### config.mk
export PLATFORM = sky130hd
export DESIGN_NAME = alu_muldiv
export DESIGN_NICKNAME = d
export VERILOG_FILES = /design/src/rtl/alu_muldiv.sv
export SDC_FILE = /design/constraint.sdc
export NUM_CORES = 1
export LEC_CHECK = 0
export CAP_MARGIN = 20
export CELL_PAD_IN_SITES_DETAIL_PLACEMENT = 1
export CELL_PAD_IN_SITES_GLOBAL_PLACEMENT = 1
export CORE_AREA = 10 10 305 307
export CTS_BUF_LIST = sky130_fd_sc_hd__clkbuf_4 sky130_fd_sc_hd__clkbuf_8 sky130_fd_sc_hd__clkbuf_16
export CTS_CLUSTER_DIAMETER = 150
export DETAILED_ROUTE_END_ITERATION = 7
export DIE_AREA = 0 0 315 317
export PLACE_DENSITY_LB_ADDON = 0.2
export SLEW_MARGIN = 10
export SYNTH_ARGS = -nofsm -noshare
export SYNTH_HDL_FRONTEND = slang
export SYNTH_SLANG_ARGS = --single-unit
### constraint.sdc
create_clock -name clk -period 6.77 [get_ports clk]
set_input_delay 1.354 -clock clk [delete_from_list [all_inputs] [get_ports clk]]
set_output_delay 1.354 -clock clk [all_outputs]
set_load 0.01 [all_outputs]
### src/rtl/alu_muldiv.sv
// alu_muldiv: combinational EX-stage ALU plus an iterative
// radix-2 multiply/divide unit with HI/LO result registers.
module alu_muldiv #(
  parameter int WIDTH = 32,
  parameter int SHW   = $clog2(WIDTH)
) (
  input  logic             clk,
  input  logic             rst_n,
  input  logic             ALUSrc,
  input  logic [WIDTH-1:0] SrcA,
  input  logic [WIDTH-1:0] RD2,
  input  logic [WIDTH-1:0] SignImm,
  input  logic [SHW-1:0]   sa,
  input  logic [3:0]       ALUControl,
  input  logic             start,
  output logic [WIDTH-1:0] ALUResult,
  output logic             Zero,
  output logic             overflow,
  output logic             busy,
  output logic             done,
  output logic [WIDTH-1:0] hi,
  output logic [WIDTH-1:0] lo
);

  localparam logic [3:0] OP_ADD   = 4'b0000;
  localparam logic [3:0] OP_ADDU  = 4'b0001;
  localparam logic [3:0] OP_SUB   = 4'b0010;
  localparam logic [3:0] OP_SUBU  = 4'b0011;
  localparam logic [3:0] OP_AND   = 4'b0100;
  localparam logic [3:0] OP_OR    = 4'b0101;
  localparam logic [3:0] OP_SLL   = 4'b0110;
  localparam logic [3:0] OP_SRL   = 4'b0111;
  localparam logic [3:0] OP_SLT   = 4'b1000;
  localparam logic [3:0] OP_BEQ   = 4'b1001;
  localparam logic [3:0] OP_BNE   = 4'b1010;
  localparam logic [3:0] OP_MULT  = 4'b1011;
  localparam logic [3:0] OP_MULTU = 4'b1100;
  localparam logic [3:0] OP_DIV   = 4'b1101;
  localparam logic [3:0] OP_DIVU  = 4'b1110;

  localparam logic [SHW-1:0] CNT_LAST = SHW'(WIDTH - 1);

  typedef enum logic [0:0] {S_IDLE, S_RUN} state_t;

  logic [WIDTH-1:0] w_b;
  logic [WIDTH-1:0] w_bx;
  logic [WIDTH-1:0] w_sum;
  logic             w_sub;
  logic             w_slt;

  // Operand select and the shared adder/subtractor
  always_comb begin
    w_b   = ALUSrc ? SignImm : RD2;
    w_sub = (ALUControl == OP_SUB) || (ALUControl == OP_SUBU) ||
            (ALUControl == OP_BEQ) || (ALUControl == OP_BNE);
    w_bx  = w_sub ? ~w_b : w_b;
    w_sum = SrcA + w_bx + {{(WIDTH-1){1'b0}}, w_sub};
    w_slt = $signed(SrcA) < $signed(RD2);
  end

  // Result mux, zero flag and signed overflow
  always_comb begin
    ALUResult = '0;
    overflow  = 1'b0;
    Zero      = (w_sum == '0);
    case (ALUControl)
      OP_ADD, OP_ADDU, OP_SUB, OP_SUBU,
      OP_BEQ, OP_BNE: ALUResult = w_sum;
      OP_AND:         ALUResult = SrcA & RD2;
      OP_OR:          ALUResult = SrcA | RD2;
      OP_SLL:         ALUResult = RD2 << sa;
      OP_SRL:         ALUResult = RD2 >> sa;
      OP_SLT:         ALUResult = {{(WIDTH-1){1'b0}}, w_slt};
      default:        ALUResult = '0;
    endcase
    if (ALUControl == OP_ADD)
      overflow = (SrcA[WIDTH-1] == w_b[WIDTH-1]) &&
                 (w_sum[WIDTH-1] != SrcA[WIDTH-1]);
    else if (ALUControl == OP_SUB)
      overflow = (SrcA[WIDTH-1] != w_b[WIDTH-1]) &&
                 (w_sum[WIDTH-1] != SrcA[WIDTH-1]);
  end

  state_t           r_state;
  logic [SHW-1:0]   r_cnt;
  logic             r_div;
  logic             r_neg_q;
  logic             r_neg_r;
  logic             r_div0;
  logic [WIDTH-1:0] r_a_orig;
  logic [WIDTH-1:0] r_b;
  logic [WIDTH-1:0] r_acc;
  logic [WIDTH-1:0] r_q;
  logic [WIDTH-1:0] r_hi;
  logic [WIDTH-1:0] r_lo;
  logic             r_busy;
  logic             r_done;

  logic             w_md;
  logic             w_is_div;
  logic             w_signed;
  logic [WIDTH-1:0] w_a_mag;
  logic [WIDTH-1:0] w_b_mag;

  // Launch decode: op class and operand magnitudes
  always_comb begin
    w_md     = (ALUControl >= OP_MULT) && (ALUControl <= OP_DIVU);
    w_is_div = (ALUControl == OP_DIV) || (ALUControl == OP_DIVU);
    w_signed = (ALUControl == OP_MULT) || (ALUControl == OP_DIV);
    w_a_mag  = (w_signed && SrcA[WIDTH-1]) ? -SrcA : SrcA;
    w_b_mag  = (w_signed && w_b[WIDTH-1]) ? -w_b : w_b;
  end

  logic [WIDTH:0]     w_madd;
  logic [WIDTH:0]     w_trial;
  logic [WIDTH-1:0]   w_acc_n;
  logic [WIDTH-1:0]   w_q_n;
  logic [2*WIDTH-1:0] w_mres;
  logic [WIDTH-1:0]   w_quo;
  logic [WIDTH-1:0]   w_rem;

  // One shift-add or restoring shift-subtract step, plus sign fix-up
  always_comb begin
    w_madd  = {1'b0, r_acc} + (r_q[0] ? {1'b0, r_b} : '0);
    w_trial = {r_acc, r_q[WIDTH-1]} - {1'b0, r_b};
    if (r_div) begin
      if (!w_trial[WIDTH]) begin
        w_acc_n = w_trial[WIDTH-1:0];
        w_q_n   = {r_q[WIDTH-2:0], 1'b1};
      end else begin
        w_acc_n = {r_acc[WIDTH-2:0], r_q[WIDTH-1]};
        w_q_n   = {r_q[WIDTH-2:0], 1'b0};
      end
    end else begin
      w_acc_n = w_madd[WIDTH:1];
      w_q_n   = {w_madd[0], r_q[WIDTH-1:1]};
    end
    w_mres = r_neg_q ? -{w_acc_n, w_q_n} : {w_acc_n, w_q_n};
    w_quo  = r_div0 ? '1 : (r_neg_q ? -w_q_n : w_q_n);
    w_rem  = r_div0 ? r_a_orig : (r_neg_r ? -w_acc_n : w_acc_n);
  end

  // Multiply/divide sequencer with registered busy/done and HI/LO
  always_ff @(posedge clk) begin
    if (!rst_n) begin
      r_state  <= S_IDLE;
      r_cnt    <= '0;
      r_div    <= 1'b0;
      r_neg_q  <= 1'b0;
      r_neg_r  <= 1'b0;
      r_div0   <= 1'b0;
      r_a_orig <= '0;
      r_b      <= '0;
      r_acc    <= '0;
      r_q      <= '0;
      r_hi     <= '0;
      r_lo     <= '0;
      r_busy   <= 1'b0;
      r_done   <= 1'b0;
    end else begin
      r_done <= 1'b0;
      unique case (r_state)
        S_IDLE: begin
          if (start && w_md) begin
            r_state  <= S_RUN;
            r_busy   <= 1'b1;
            r_cnt    <= '0;
            r_div    <= w_is_div;
            r_neg_q  <= w_signed && (SrcA[WIDTH-1] ^ w_b[WIDTH-1]);
            r_neg_r  <= w_signed && SrcA[WIDTH-1];
            r_div0   <= w_is_div && (w_b == '0);
            r_a_orig <= SrcA;
            r_b      <= w_b_mag;
            r_acc    <= '0;
            r_q      <= w_a_mag;
          end
        end
        S_RUN: begin
          r_acc <= w_acc_n;
          r_q   <= w_q_n;
          r_cnt <= r_cnt + 1'b1;
          if (r_cnt == CNT_LAST) begin
            if (r_div) begin
              r_hi <= w_rem;
              r_lo <= w_quo;
            end else begin
              {r_hi, r_lo} <= w_mres;
            end
            r_busy  <= 1'b0;
            r_done  <= 1'b1;
            r_state <= S_IDLE;
          end
        end
        default: r_state <= S_IDLE;
      endcase
    end
  end

  assign busy = r_busy;
  assign done = r_done;
  assign hi   = r_hi;
  assign lo   = r_lo;

endmodule

==> flow_metrics.env, run 1 <==
export IMPL_status="finished, violations left"
export IMPL_violations="negative setup slack"
export IMPL_antenna_found_initial=5
export IMPL_ys_flop_type="dfxtp_1"
export IMPL_layout_worst_path_cycle_share=1.00
export IMPL_crit_path_end_kind="output pin"
export IMPL_rsz0062_at_grt="yes"
export IMPL_gp_congestion=1.02
export IMPL_htreeDepth=1
export IMPL_syn_area_sq_um=25100
export IMPL_crit_fanout=3
export IMPL_cap_viol_max_count=0
export IMPL_syn_area_per_cell_sq_um=7.22
export IMPL_postRouteAntennaNets=0
export IMPL_grt_pass1_vias=28499
export IMPL_arrival_ns=5.43
export IMPL_track_usage=0.263
export IMPL_powerDensity_nw_per_um2=161
export IMPL_tightest_slew_ns=1.01
export IMPL_numCtsBuffers=24
export IMPL_place_hpwl_microns=112000
export IMPL_synth_edf_count=0
export IMPL_setup_violations=1
export IMPL_first_pass_iters=7
export IMPL_synth_cell_types=116
export IMPL_path_cells="clkdlybuf4s50_1 > ha_1 > a211o_1 > or3_4 > o21a_1 > a211oi_2 > nand2_1 > a21boi_2 > nand2b_1 > a311o_1 > a21oi_2 > xor2_2 > or3_4 > a2111oi_4 > buf_2"
export IMPL_synthArstFlopShare=0
export IMPL_tns_ns=-0.0105
export IMPL_root_buffer="clkbuf_16"
export IMPL_synthCells=3470
export IMPL_fp_dieW_microns=315
export IMPL_cts_sinks=204
export IMPL_ctsLongestPathBuffers=3
export IMPL_grt_overflow=0
export IMPL_hp_class="reg -> reg"
export IMPL_path_class="in -> out"
export IMPL_p_int_w=0.00312
export IMPL_row_count=108
export IMPL_fin_skew_ns=0.0194
export IMPL_via_per_inst=5.65
export IMPL_wl_per_cell_microns=27.2
export IMPL_yosysTopAreaCell="dfxtp_1"
export IMPL_start_util=0.289
export IMPL_p_seq_frac=0.248
export IMPL_finalMaxSlewViolations=0
export IMPL_area_delta_synth_final_pct=28.1
export IMPL_drive_gt1_frac=0.149
export IMPL_setup_ws_ns=-0.0105
export IMPL_drc=0
export IMPL_dieArea_sq_um=99900
export IMPL_ir_worst_vdd_v=0.000145
export IMPL_via_count=28543
export IMPL_synthesis_nets=3775
export IMPL_port_buffers=208
export IMPL_clk_pin_slew_worst_paths_ns=0.06
export IMPL_slew_headroom=0.324
export IMPL_finalNonFillerCells=5052
export IMPL_cts_tree="yes"
export IMPL_core_area_sq_um=86600
export IMPL_drt_total_wl_microns=137000
export IMPL_p_sw_w=0.00205
export IMPL_synthTopCellsByArea="dfxtp_1 16%, ha_1 9.6%, mux2i_1 8.1%, nand2_1 6.0%, o21ai_0 5.9%"
export IMPL_required_ns=5.42
export IMPL_drtIter0Drc=2375
export IMPL_combPwrFrac=0.470
export IMPL_synth_seq_cells=204
export IMPL_yosysSeqAreaShare=0.163
export IMPL_fin_nets=4181
export IMPL_grt_max_degree=76
export IMPL_p_sw_frac=0.397
export IMPL_period_needed_ns=6.78
export IMPL_yosysMostFrequentCell="nand2_1"
export IMPL_whs_ns=0.440
export IMPL_yosysWarnings=0
export IMPL_fmax_mhz=147
export IMPL_die_h_microns=317
export IMPL_synth_top_area_frac=0.163
export IMPL_pin_count=209
export IMPL_critical_path_most_common_cell="or3_4"
export IMPL_netlist_top_cells_count="403 x nand2_1, 293 x o21ai_0, 265 x a21oi_1"
export IMPL_clk_latency_ns=0.56
export IMPL_dp_cells=4988
export IMPL_grt_pass1_wl_microns=197000
export IMPL_start_kind="primary input"
export IMPL_hold_viol_final=0
export IMPL_critPathMaxStageDelay_ns=0.63
export IMPL_cp_slowest_cell="clkdlybuf4s50_1"
export IMPL_power_leakage_nw=13.5
export IMPL_p_clk_frac=0.282
==> cell type report <==
class	instances	area, sq um
Inverter	156	586
Sequential cell	204	4090
Antenna cell	4	10.0
Clock inverter	14	216
Clock buffer	29	651
Multi-Input combinational cell	2893	19900
Tap cell	1155	1450
Fill cell	10685	54500
Timing Repair Buffer	597	5260
==> worst max-delay path: cells and delay by family <==
| family | cells | cell delay (ns) |
|---|---|---|
| and+or+nand+nor | 4 | 0.95 |
| buffers and inverters | 2 | 0.82 |
| xor gates and xnor gates | 1 | 0.10 |
| adders and majority gates | 1 | 0.43 |
| AOI/OAI and AO/OA | 7 | 1.75 |
==> placed cells by master (no fill, tap or decap), types with 131 or more instances in the layout <==
cell,netlist,routed
nand2_1,403,403
buf_4,1,363
o21ai_0,293,289
a21oi_1,265,261
nor2_1,240,237
dfxtp_1,204,201
mux2i_1,204,193
ha_1,193,189
clkdlybuf4s50_1,0,183
xnor2_1,162,157
inv_1,152,151
and2_1,132,131
==> through the flow <==
stage / setup WS (ns) / power (W) / instance area (sq um) / util
2_1_floorplan: 0.00469 / 0.00246 / 25100 / -
3_3_place_gp: -1.08 / 0.00362 / 30800 / 0.355
3_5_place_dp: -1.12 / 0.00363 / 30800 / 0.355
4_1_cts: 0.00410 / 0.00514 / 31800 / 0.367
5_1_grt: -0.124 / 0.00541 / 32100 / 0.371
6_report: -0.0105 / 0.00517 / 32100 / 0.371
==> what timing repair did <==
| item | 4_1_cts | 5_1_grt |
|---|---|---|
| hold buffers | 0 | 0 |
| buffers inserted | 8 | 8 |
| gates cloned | 1 | 0 |
| endpoints found under the hold margin | 0 | 0 |
| resized for setup | 68 | 49 |
| pin swaps | 22 | 25 |
| setup endpoints to repair | 23 | 12 |
==> layer usage <==
metal / vias to the layer above / GRT usage / wire, microns
met1: 14043 / 0.344 / 60100
met5: - / 0 / 0
met2: 947 / 0.424 / 61600
li1: 13356 / - / -
met4: 0 / 0.131 / 7790
met3: 197 / 0.0299 / 7910
==> state kept, by name, indices dropped and copies added (netlist names), 5 cells and up <==
register  count
hi           32
lo           32
r_a_orig     32
r_acc        32
r_b          32
r_q          32
r_cnt         5
==> kinds of logic after synthesis <==
kind of cell             share of synthesized area
AO/OA/AOI/OAI                                0.275
XOR/XNOR                                    0.0779
adder cells (fa/ha/maj)                     0.0987
buffers and inverters                       0.0589
flip-flops                                   0.163
multiplexers                                0.0941
AND/OR/NAND/NOR                              0.233
==> path summary, 6_finish.rpt <==
check                              from        to  slack [ns]  cells after the start
worst max register to register  r_q[31]    hi[10]        0.43                     24
worst min register to register   hi[18]    hi[18]        0.44                      2
worst max-delay path            SrcA[6]  overflow       -0.01                     15
worst min-delay path             hi[18]    hi[18]        0.44                      2
==> power groups by stage <==
stage	sequential (W)	combinational (W)	clock, W
after floorplan	0.00128	0.00119	0
after global placement	0.00131	0.00232	0
after detailed placement	0.00131	0.00233	0
after CTS	0.00128	0.00237	0.00149
after global routing	0.00129	0.00259	0.00154
final	0.00128	0.00243	0.00146
(Power assumes the default switching activity.)
==> inputs of run 2 (changes only) <==
--- a/config.mk
+++ b/config.mk
@@ -5,7 +5,6 @@
 export SDC_FILE = /design/constraint.sdc
 export NUM_CORES = 1
 export LEC_CHECK = 0
-export CAP_MARGIN = 20
 export CELL_PAD_IN_SITES_DETAIL_PLACEMENT = 1
 export CELL_PAD_IN_SITES_GLOBAL_PLACEMENT = 1
 export CORE_AREA = 10 10 305 307
==> constraint.sdc (replaced) <==
create_clock -name clk -period 7.6 [get_ports clk]
set_input_delay 1.52 -clock clk [delete_from_list [all_inputs] [get_ports clk]]
set_output_delay 1.52 -clock clk [all_outputs]
set_load 0.01 [all_outputs]
==> flow_metrics.env, run 2 (synthesized netlist as in run 1, its figures left out) <==
export IMPL_area_delta_synth_final_pct=23.4
export IMPL_drive_gt1_frac=0.122
export IMPL_grt_pass1_vias=28006
export IMPL_port_buffers=208
export IMPL_layout_commonest_cell="nand2_1"
export IMPL_gp_congestion=1.03
export IMPL_clk_latency_ns=0.57
export IMPL_layout_common_cells="403 x nand2_1, 289 x o21ai_0, 274 x buf_4"
export IMPL_crit_path_end_kind="output pin"
export IMPL_powerDensity_nw_per_um2=143
export IMPL_cts_sinks=204
export IMPL_via_per_inst=5.66
export IMPL_row_count=108
export IMPL_crit_fanout=4
export IMPL_finalMaxSlewViolations=0
export IMPL_wl_per_cell_microns=27.1
export IMPL_drt_total_wl_microns=134000
export IMPL_antenna_found_initial=0
export IMPL_cts_tree="yes"
export IMPL_layout_worst_path_cycle_share=0.988
export IMPL_via_count=28014
export IMPL_nFillCells=10690
export IMPL_grt_pass1_wl_microns=194000
export IMPL_dieArea_sq_um=99900
export IMPL_postRouteAntennaNets=0
export IMPL_required_ns=6.08
export IMPL_tightest_slew_ns=1.27
export IMPL_arrival_ns=5.99
export IMPL_grt_overflow=0
export IMPL_grt_max_degree=106
export IMPL_start_kind="primary input"
export IMPL_rsz0062_at_grt="yes"
export IMPL_place_hpwl_microns=109000
export IMPL_setup_violations=0
export IMPL_start_util=0.289
export IMPL_path_class="in -> out"
export IMPL_status="completed"
export IMPL_pin_count=209
export IMPL_regArea_sq_um=4090
export IMPL_place_area_sq_um=29900
export IMPL_fin_nets=4074
export IMPL_hold_viol_final=0
export IMPL_dp_cells=4892
export IMPL_die_h_microns=317
export IMPL_hp_class="reg -> reg"
export IMPL_slew_headroom=0.150
export IMPL_core_area_sq_um=86600
export IMPL_fp_dieW_microns=315
export IMPL_track_usage=0.258
export IMPL_htreeDepth=1
export IMPL_power_leakage_nw=12.9
export IMPL_ir_worst_vdd_v=0.000164
export IMPL_fin_skew_ns=0.0126
export IMPL_drc=0
export IMPL_numCtsBuffers=25
export IMPL_fmax_mhz=133
export IMPL_ctsLongestPathBuffers=3
export IMPL_cap_viol_max_count=0
export IMPL_tns_ns=0
export IMPL_first_pass_iters=5
export IMPL_root_buffer="clkbuf_16"
export IMPL_clk_pin_slew_worst_paths_ns=0.06
export IMPL_multi_input_area_sq_um=19700
export IMPL_fin_area_sq_um=30900
export IMPL_finalNonFillerCells=4946
export IMPL_period_needed_ns=7.51
export IMPL_drtIter0Drc=2288
run 2: changes by cell type in the layout (fill, tap and decap cells not counted), sizes merged:
cell | before | now
bufinv | 5 | 1
clkinv | 10 | 11
buf | 399 | 288
inv | 154 | 155
clkbuf | 31 | 36
diode | 4 | 3
clkdlybuf4s50 | 183 | 194
clkdlybuf4s15 | 1 | 0
dlygate4sd2 | 8 | 1
run 2: cell type report:
cell class	instances	share of cell area
multi-input combinational	2893	0.637
timing repair buffer	489	0.138
sequential	204	0.132
tap	1155	0.0467
clock buffer	34	0.0236
inverter	156	0.0189
clock inverter	12	0.00400
antenna	3	0.000243
run 2: metal layers:
metal	share of wire	GRT usage	up-vias
li1	-	-	13136
met5	0	0	-
met3	0.051	0.0255	217
met4	0.059	0.136	0
met1	0.44	0.336	13776
met2	0.45	0.416	885
run 2: worst paths after layout:
kind	from	end	slack, ns	cells past startpoint
max	ALUControl[1]	overflow	0.09	20
min	hi[18]	hi[18]	0.44	2
max reg2reg	r_q[31]	hi[26]	1.09	24
min reg2reg	hi[18]	hi[18]	0.44	2
run 2: what timing repair did:
action / 4_1_cts / 5_1_grt
endpoints found under the setup margin: 9 / 12
cloned: 0 / 0
endpoints found under the hold margin: 0 / 0
hold buffers: 0 / 0
setup buffers: 3 / 2
pin swaps: 2 / 15
resized for setup: 19 / 39
run 2: power by group:
| part | switching, W | internal, W |
|---|---|---|
| clock | 0.000532 | 0.000718 |
| combinational | 0.00123 | 0.000805 |
| sequential | 0.0000457 | 0.00110 |
run 2: through the flow:
stage,setup slack (ns),hold slack [ns],utilization,power [W]
after floorplan,0.00250,0.438,-,0.00219
after global placement,-0.555,0.427,0.345,0.00313
after detailed placement,-0.592,0.433,0.345,0.00314
after CTS,-0.127,0.442,0.356,0.00441
after global routing,-0.185,0.459,0.357,0.00464
final,0.0875,0.436,0.357,0.00443
run 2: worst max-delay path: stages:
cell and delay [ns]:
clkdlybuf4s50_1 0.49, and3b_1 0.19, o21a_4 0.24, buf_4 0.17, buf_4 0.13, xnor2_1 0.12
ha_2 0.18, a211o_1 0.30, or3_4 0.33, o21a_1 0.23, a211oi_2 0.24, nand2_1 0.11
a21boi_2 0.17, nand2b_1 0.09, a311o_1 0.29, a21oi_2 0.17, xor2_2 0.10, or3_1 0.40
a2111oi_2 0.30, buf_2 0.19
